$ cat src/rtl/rst_seq.sv
// rst_seq: reset sequencer downstream of the MMCM.
// Waits for synchronized lock to be stable for STABLE_CYCLES, then releases
// the NUM_OUTS core resets one at a time, RELEASE_GAP cycles apart, LSB first.
// Any lock loss after the stable window drops every core reset and is counted.
// Ports:
//   i_clk            - MMCM output clock (after BUFG)
//   i_reset_n        - async active-low reset, deassertion synchronized
//   i_locked         - MMCM LOCKED, asynchronous to i_clk
//   o_rst_n          - active-low core resets, bit 0 released first
//   o_ready          - all resets released and sequencer in RUN
//   o_lock_lost_cnt  - saturating count of lock losses in RELEASE/RUN
//   o_state          - debug state (WAIT_LOCK=0, STABLE=1, RELEASE=2, RUN=3)
module rst_seq #(
  parameter int unsigned SYNC_STAGES   = 2,
  parameter int unsigned STABLE_CYCLES = 1024,
  parameter int unsigned NUM_OUTS      = 3,
  parameter int unsigned RELEASE_GAP   = 16,
  parameter int unsigned CNT_W         = 8
) (
  input  logic                i_clk,
  input  logic                i_reset_n,
  input  logic                i_locked,
  output logic [NUM_OUTS-1:0] o_rst_n,
  output logic                o_ready,
  output logic [CNT_W-1:0]    o_lock_lost_cnt,
  output logic [1:0]          o_state
);

  localparam int unsigned STB_W = $clog2(STABLE_CYCLES + 1);
  localparam int unsigned GAP_W = $clog2(RELEASE_GAP + 1);

  typedef enum logic [1:0] {
    WAIT_LOCK = 2'd0,
    STABLE    = 2'd1,
    RELEASE   = 2'd2,
    RUN       = 2'd3
  } state_t;

  // Internal reset: asserts with i_reset_n, deasserts after SYNC_STAGES edges
  logic [SYNC_STAGES-1:0] rst_sync;
  logic                   rst_int_n;

  always_ff @(posedge i_clk or negedge i_reset_n) begin
    if (!i_reset_n) rst_sync <= '0;
    else            rst_sync <= {rst_sync[SYNC_STAGES-2:0], 1'b1};
  end

  assign rst_int_n = rst_sync[SYNC_STAGES-1];

  // Lock synchronizer
  logic [SYNC_STAGES-1:0] lock_sync;
  logic                   lock_s;

  always_ff @(posedge i_clk or negedge rst_int_n) begin
    if (!rst_int_n) lock_sync <= '0;
    else            lock_sync <= {lock_sync[SYNC_STAGES-2:0], i_locked};
  end

  assign lock_s = lock_sync[SYNC_STAGES-1];

  // Sequencer state and registered outputs
  state_t                state, state_nxt;
  logic [STB_W-1:0]      stb_cnt, stb_nxt;
  logic [GAP_W-1:0]      gap_cnt, gap_nxt;
  logic [NUM_OUTS-1:0]   rst_nxt;
  logic                  ready_nxt;
  logic [CNT_W-1:0]      lost_nxt;

  always_ff @(posedge i_clk or negedge rst_int_n) begin
    if (!rst_int_n) begin
      state           <= WAIT_LOCK;
      stb_cnt         <= '0;
      gap_cnt         <= '0;
      o_rst_n         <= '0;
      o_ready         <= 1'b0;
      o_lock_lost_cnt <= '0;
    end else begin
      state           <= state_nxt;
      stb_cnt         <= stb_nxt;
      gap_cnt         <= gap_nxt;
      o_rst_n         <= rst_nxt;
      o_ready         <= ready_nxt;
      o_lock_lost_cnt <= lost_nxt;
    end
  end

  // Next-state and next-output logic
  always_comb begin
    state_nxt = state;
    stb_nxt   = stb_cnt;
    gap_nxt   = gap_cnt;
    rst_nxt   = o_rst_n;
    ready_nxt = o_ready;
    lost_nxt  = o_lock_lost_cnt;

    if ((state == RELEASE || state == RUN) && !lock_s) begin
      // Lock lost after the stable window: drop everything and count it
      state_nxt = WAIT_LOCK;
      stb_nxt   = '0;
      gap_nxt   = '0;
      rst_nxt   = '0;
      ready_nxt = 1'b0;
      if (o_lock_lost_cnt != {CNT_W{1'b1}}) lost_nxt = o_lock_lost_cnt + CNT_W'(1);
    end else begin
      case (state)
        WAIT_LOCK: begin
          stb_nxt   = '0;
          gap_nxt   = '0;
          rst_nxt   = '0;
          ready_nxt = 1'b0;
          // The edge leaving WAIT_LOCK is the first cycle of the stable window
          if (lock_s) begin
            if (STABLE_CYCLES == 1) begin
              state_nxt = RELEASE;
              rst_nxt   = NUM_OUTS'(1);
            end else begin
              state_nxt = STABLE;
              stb_nxt   = STB_W'(1);
            end
          end
        end
        STABLE: begin
          if (!lock_s) begin
            state_nxt = WAIT_LOCK;
            stb_nxt   = '0;
          end else if (stb_cnt == STB_W'(STABLE_CYCLES - 1)) begin
            state_nxt = RELEASE;
            stb_nxt   = '0;
            gap_nxt   = '0;
            rst_nxt   = NUM_OUTS'(1);
          end else begin
            stb_nxt = stb_cnt + STB_W'(1);
          end
        end
        RELEASE: begin
          if (o_rst_n[NUM_OUTS-1]) begin
            state_nxt = RUN;
            ready_nxt = 1'b1;
          end else if (gap_cnt == GAP_W'(RELEASE_GAP - 1)) begin
            gap_nxt = '0;
            rst_nxt = (o_rst_n << 1) | NUM_OUTS'(1);
          end else begin
            gap_nxt = gap_cnt + GAP_W'(1);
          end
        end
        default: begin
          ready_nxt = 1'b1;
        end
      endcase
    end
  end

  assign o_state = state;

endmodule
$ cat config.mk
export PLATFORM = sky130hd
export DESIGN_NAME = rst_seq
export DESIGN_NICKNAME = d
export VERILOG_FILES = /design/src/rtl/rst_seq.sv
export SDC_FILE = /design/constraint.sdc
export NUM_CORES = 1
export LEC_CHECK = 0
export CAP_MARGIN = 30
export CORE_MARGIN = 5
export CORE_UTILIZATION = 57
export CTS_CLUSTER_DIAMETER = 60
export DETAILED_ROUTE_END_ITERATION = 8
export PLACE_DENSITY_LB_ADDON = 0.15
export SKIP_CTS_REPAIR_TIMING = 1
export SLEW_MARGIN = 10
export SYNTH_ARGS = -nofsm -noshare
export SYNTH_HDL_FRONTEND = slang
export SYNTH_SLANG_ARGS = --single-unit
export TNS_END_PERCENT = 100
$ cat constraint.sdc
create_clock -name i_clk -period 1.6 [get_ports i_clk]
set_clock_uncertainty 0.1 [all_clocks]
set_input_delay 0.32 -clock i_clk [delete_from_list [all_inputs] [get_ports i_clk]]
set_output_delay 0.32 -clock i_clk [all_outputs]
set_load 0.02 [all_outputs]
## After elaboration in Yosys (flattened, before gate mapping)

Index checks and enable logic that the tools add are counted.

- Add/subtract/negate cells: 3
- Multipliers: 0
- Div/mod/pow operators: 0
- Magnitude comparators: 0
- Eq/ne operators: 14
- Shift-type cells: 0
- Multiplexer cells: 26
- Bitwise logic cells: 0
- Reduce and logical (&&, ||, !) cells: 12

Operators by type and width:

| cell | number |
|---|---|
| $mux W11 | 3 |
| $mux W5 | 5 |
| $pmux W11 S2 | 1 |
| $mux W3 | 5 |
| $pmux W5 S3 | 1 |
| $add A11 B1 Y11 const B | 1 |
| $eq A11 B10 Y1 const B | 1 |
| $mux W2 | 5 |
| $ne A3 B3 Y1 const B | 3 |
| $pmux W3 S3 | 1 |
| $add A8 B1 Y8 const B | 1 |
| $ne A8 B8 Y1 const B | 1 |
| $reduce_and A4 Y1 | 2 |
| $ne A3 B2 Y1 const B | 2 |
| $pmux W2 S3 | 1 |
| $add A5 B1 Y5 const B | 1 |
| $eq A5 B4 Y1 const B | 1 |
| $reduce_and A5 Y1 | 1 |
| $eq A2 B2 Y1 const B | 2 |
| $ne A4 B4 Y1 const B | 1 |
| $reduce_and A2 Y1 | 2 |
| $reduce_bool A4 Y1 | 1 |
| $mux W1 | 3 |
| $ne A3 B1 Y1 const B | 1 |
| 9 further kinds | 9 |

- Flip-flop bits (word level): 34
- Latch bits: 0
- Memory bits (writable): 0
- Memory bits (read-only): 0
- Input port bits: 3
- Word-level logic and storage cells: 64
- Memories kept: 0

## Longest topological paths before layout

Gate-level depths: netlist (run 1).

- Depth after elaboration: 5
- Depth in mapped cells: 8
- Gate-level depth less buffers: 6

## Worst setup path after synthesis (run 1)

No wires, ideal clock.

- Kind: flip-flop to flip-flop
- Start: register state[0] (netlist: o_state[0])
- End: register gap_cnt[0]
- Library setup time: 128 ps
- Arrival time: 1868 ps
- Setup slack: -495 ps
- Cell stages (with the launch flop): 8
- Clock period less this slack: 2095 ps
- Cell sequence: dfrtp_1 inv_1 ha_1 clkbuf_1 a21o_1 o31ai_4 a21oi_1 mux2_1

- Cells in the longest elaborated chain, start to end: 5
- Elaborated cells on any way between the ends: 13
- Classes of those cells: eq/ne (6); mux (2); reduce/logical (5)

RTL lines:

| element | line | text |
|---|---|---|
| start: declaration | 62 | `state_t state, state_nxt;` |
| start signal: assignment | 78 | `state <= state_nxt;` |
| $eq A2 B2 Y1, on equally long branches | 96, 105 |  |
| $logic_or A1 B1 Y1 | 96 | `if ((state == RELEASE \|\| state == RUN) && !lock_s) begin` |
| $logic_and A1 B1 Y1 | 96 |  |
| $ne A3 B3 Y1 (no line) (tied with other cells) | n/a |  |
| $reduce_and A4 Y1 (no line) | n/a |  |
| end signal: assignment | 80 | `gap_cnt <= gap_nxt;` |
| end: declaration | 64 | `logic [GAP_W-1:0] gap_cnt, gap_nxt;` |

Parallel ways exist; a longest one is shown, timed or not.
A chain may end at the register's enable or synchronous reset.

## Worst setup path after layout (run 1)

- Start: register state[1] (netlist: o_state[1])
- End: register gap_cnt[3]

Same word-level chain as after synthesis.

==> results.ini, run 1 <==
[run_status]
status = complete, but fails checks
violations = negative setup slack

[finish]
synthToLayoutAreaGrowth_pct = 50.2
mostFrequentLayoutCells = buf_4, dfrtp_1, nand2_1
mostFrequentLayoutCell = buf_4
multi_input_area_mm2 = 0.00113
fin_area_mm2 = 0.00280
num_antenna_cells = 0
nets = 264
drive_gt1_frac = 0.412
finalCoreUtilization = 0.902
seqCellArea_um2 = 853
fill_cells = 141

[worst_setup_path]
timing.rr.end = gap_cnt[3]$_DFFE_PN0P_
ff2ff_setup_slack_ps = -420
start_kind = register
rr_startpoint = o_state[1]$_DFFE_PN0P_
cp_max_fo = 7
path_class = register to register
critPathRequiredTime_ps = 1730
worstRegToRegCells = 7
crit_path_end_kind = register
crit_arrival_ps = 2150

[synthesis]
synth_edf_count = 0
ys_seq_area_frac = 0.457
ys_seq_elements = 34
syn_nets = 191
synthDistinctLibCells = 50
synthCells = 181
syn_avg_cell_area_um2 = 10.3
yosys_warnings = 0
synthArstFlopShare = 1.00
synthFlopType = dfrtp_1
synthesis.area_mm2 = 0.00186

[grt]
grt_max_degree = 33
grt_first_pass_wirelength_um = 7940
antenna_found_initial = 0
grt_overflow = 0
grt_usage = 0.237
grt_pass1_vias = 1765

[routing]
drt-total-wl_um = 6310
vias = 1913
drtPass1Iterations = 7
antenna_left = 0
routed_via_density = 6.40
post_drt_wl_per_cell_um = 21.1
drc = 0
drt-initial-drc-count = 228

[sta]
worst_slack_ps = -420
fmax_ghz = 0.495
setup_violations = 25
finalCritPeriodShare = 1.26
finalMaxSlewViolations = 0
min_period_ps = 2020
rsz0062_at_grt = yes
hold_viol_final = 0
setup-tns-final_ps = -6640

[clock_tree]
htreeDepth = 2
clock_path_buffers = 2
root_buffer = clkbuf_4
clock_latency_ps = 350
cts_made_buffers = 5
cts.sinks = 34
clkTransAtPathRegs_ps = 100
cts_tree = done

[floorplanning]
initial_core_util = 0.600
die_w_um = 67.2
die_height_um = 67.2
core_mm2 = 0.00310
rows = 20
ios = 17
dieArea_mm2 = 0.00451

[worst_hold_path]
hold_path_class = input port to async pin

[pwr]
powerDensity_mw_per_mm2 = 1610
vdd_drop_max_v = 0.00139
p_leak_nw = 1.50

[placement]
dpl.hpwl_um = 3460
gp_congestion = 0.883
io_buffers = 16
place_area_mm2 = 0.00249

[flow_run]
cap_violations = 0

==> worst max path at each step <==
stage,from,to,depth (start not counted)
after floorplan,o_state[0]$_DFFE_PN0P_,gap_cnt[0]$_DFFE_PN0P_,7
after global placement,o_state[0]$_DFFE_PN0P_,o_state[0]$_DFFE_PN0P_,5
after detailed placement,o_state[0]$_DFFE_PN0P_,o_state[0]$_DFFE_PN0P_,5
after CTS,o_state[0]$_DFFE_PN0P_,o_state[0]$_DFFE_PN0P_,5
after global routing,o_state[0]$_DFFE_PN0P_,gap_cnt[3]$_DFFE_PN0P_,7
final,o_state[1]$_DFFE_PN0P_,gap_cnt[3]$_DFFE_PN0P_,7
==> through the flow <==
step,worst slack [ps],hold WS [ps],total power (W),cells
global placement,-245,165,0.00331,282
detailed placement,-341,177,0.00343,282
finish,-420,25.0,0.00452,299
floorplan,-312,-75.6,0.00256,181
CTS,-382,11.3,0.00395,290
global route,-455,-10.2,0.00473,299
==> cell families (layout without fill, tap and decap cells) <==
| logic type | count (synthesis) | after routing | share of synthesized area |
|---|---|---|---|
| flip-flops | 34 | 34 | 0.457 |
| adder cells (fa/ha/maj) | 7 | 7 | 0.0470 |
| XOR/XNOR | 6 | 6 | 0.0282 |
| AND/OR/NAND/NOR | 65 | 66 | 0.197 |
| multiplexers | 8 | 8 | 0.0463 |
| other | 1 | 1 | 0.00201 |
| AO/OA/AOI/OAI | 46 | 46 | 0.187 |
| buffers and inverters | 14 | 87 | 0.0356 |
==> synthesized netlist by cell type (2+ instances only) <==
master / number / area, um^2
a211oi_1: 2 / 15.0
a211oi_2: 2 / 25.0
a21boi_0: 2 / 15.0
a21o_1: 2 / 15.0
a21oi_1: 3 / 15.0
a22o_1: 5 / 43.8
a31o_2: 2 / 17.5
a31oi_1: 9 / 56.3
and2_1: 2 / 12.5
and3_1: 3 / 18.8
buf_2: 5 / 25.0
dfrtp_1: 34 / 851
ha_1: 7 / 87.6
inv_1: 7 / 26.3
mux2_2: 4 / 45.0
mux2i_1: 3 / 30.0
nand2_1: 16 / 60.1
nand3_1: 7 / 35.0
nand3b_1: 3 / 22.5
nand4_1: 3 / 18.8
nor2_1: 8 / 30.0
nor2b_1: 6 / 37.5
nor3_1: 7 / 35.0
o21ai_0: 8 / 40.0
o22ai_1: 2 / 12.5
xnor2_1: 2 / 17.5
xor2_1: 4 / 35.0
==> layer usage <==
metal	global-route usage	vias to the layer above	share of wire
met1	0.271	928	0.38
met3	0.0466	35	0.075
li1	-	822	-
met5	0	-	0
met4	0.114	0	0.045
met2	0.421	128	0.50
==> state kept, by name, indices dropped and copies added, names as in the netlist <==
| name | cells |
|---|---|
| gap_cnt | 5 |
| lock_sync | 2 |
| o_lock_lost_cnt | 8 |
| o_ready | 1 |
| o_rst_n | 3 |
| o_state | 2 |
| rst_sync | 2 |
| stb_cnt | 11 |
==> final cells by class <==
type	instances	share of cell area
inverters	7	0.0103
repair buffers	72	0.238
clock buffers	7	0.0197
well taps	44	0.0197
multi-input cells	134	0.405
flip-flops and latches	34	0.305
clock inverters	1	0.00179
==> power by group <==
| part | leakage [nW] | switching, W | total [W] | internal [W] |
|---|---|---|---|---|
| Combinational | 1.01 | 0.00143 | 0.00286 | 0.00142 |
| Clock | 0.0353 | 0.000290 | 0.000503 | 0.000213 |
| Sequential | 0.450 | 0.000149 | 0.00116 | 0.00101 |
| Total | 1.50 | 0.00187 | 0.00452 | 0.00264 |
==> worst max-delay path: stages (launching register included) <==
cell,delay (ps)
dfrtp_2,470
inv_4,70
ha_4,190
a21o_1,220
o31ai_4,430
a21oi_2,90
buf_4,160
a22o_1,180
(Power assumes the default switching activity.)
==> inputs of run 2 (changes only) <==
--- a/config.mk
+++ b/config.mk
@@ -12,7 +12,6 @@
 export DETAILED_ROUTE_END_ITERATION = 8
 export PLACE_DENSITY_LB_ADDON = 0.15
 export SKIP_CTS_REPAIR_TIMING = 1
-export SLEW_MARGIN = 10
 export SYNTH_ARGS = -nofsm -noshare
 export SYNTH_HDL_FRONTEND = slang
 export SYNTH_SLANG_ARGS = --single-unit
==> results of run 2 <==
The final DEF is identical to that of run 1; final timing and power are the same.
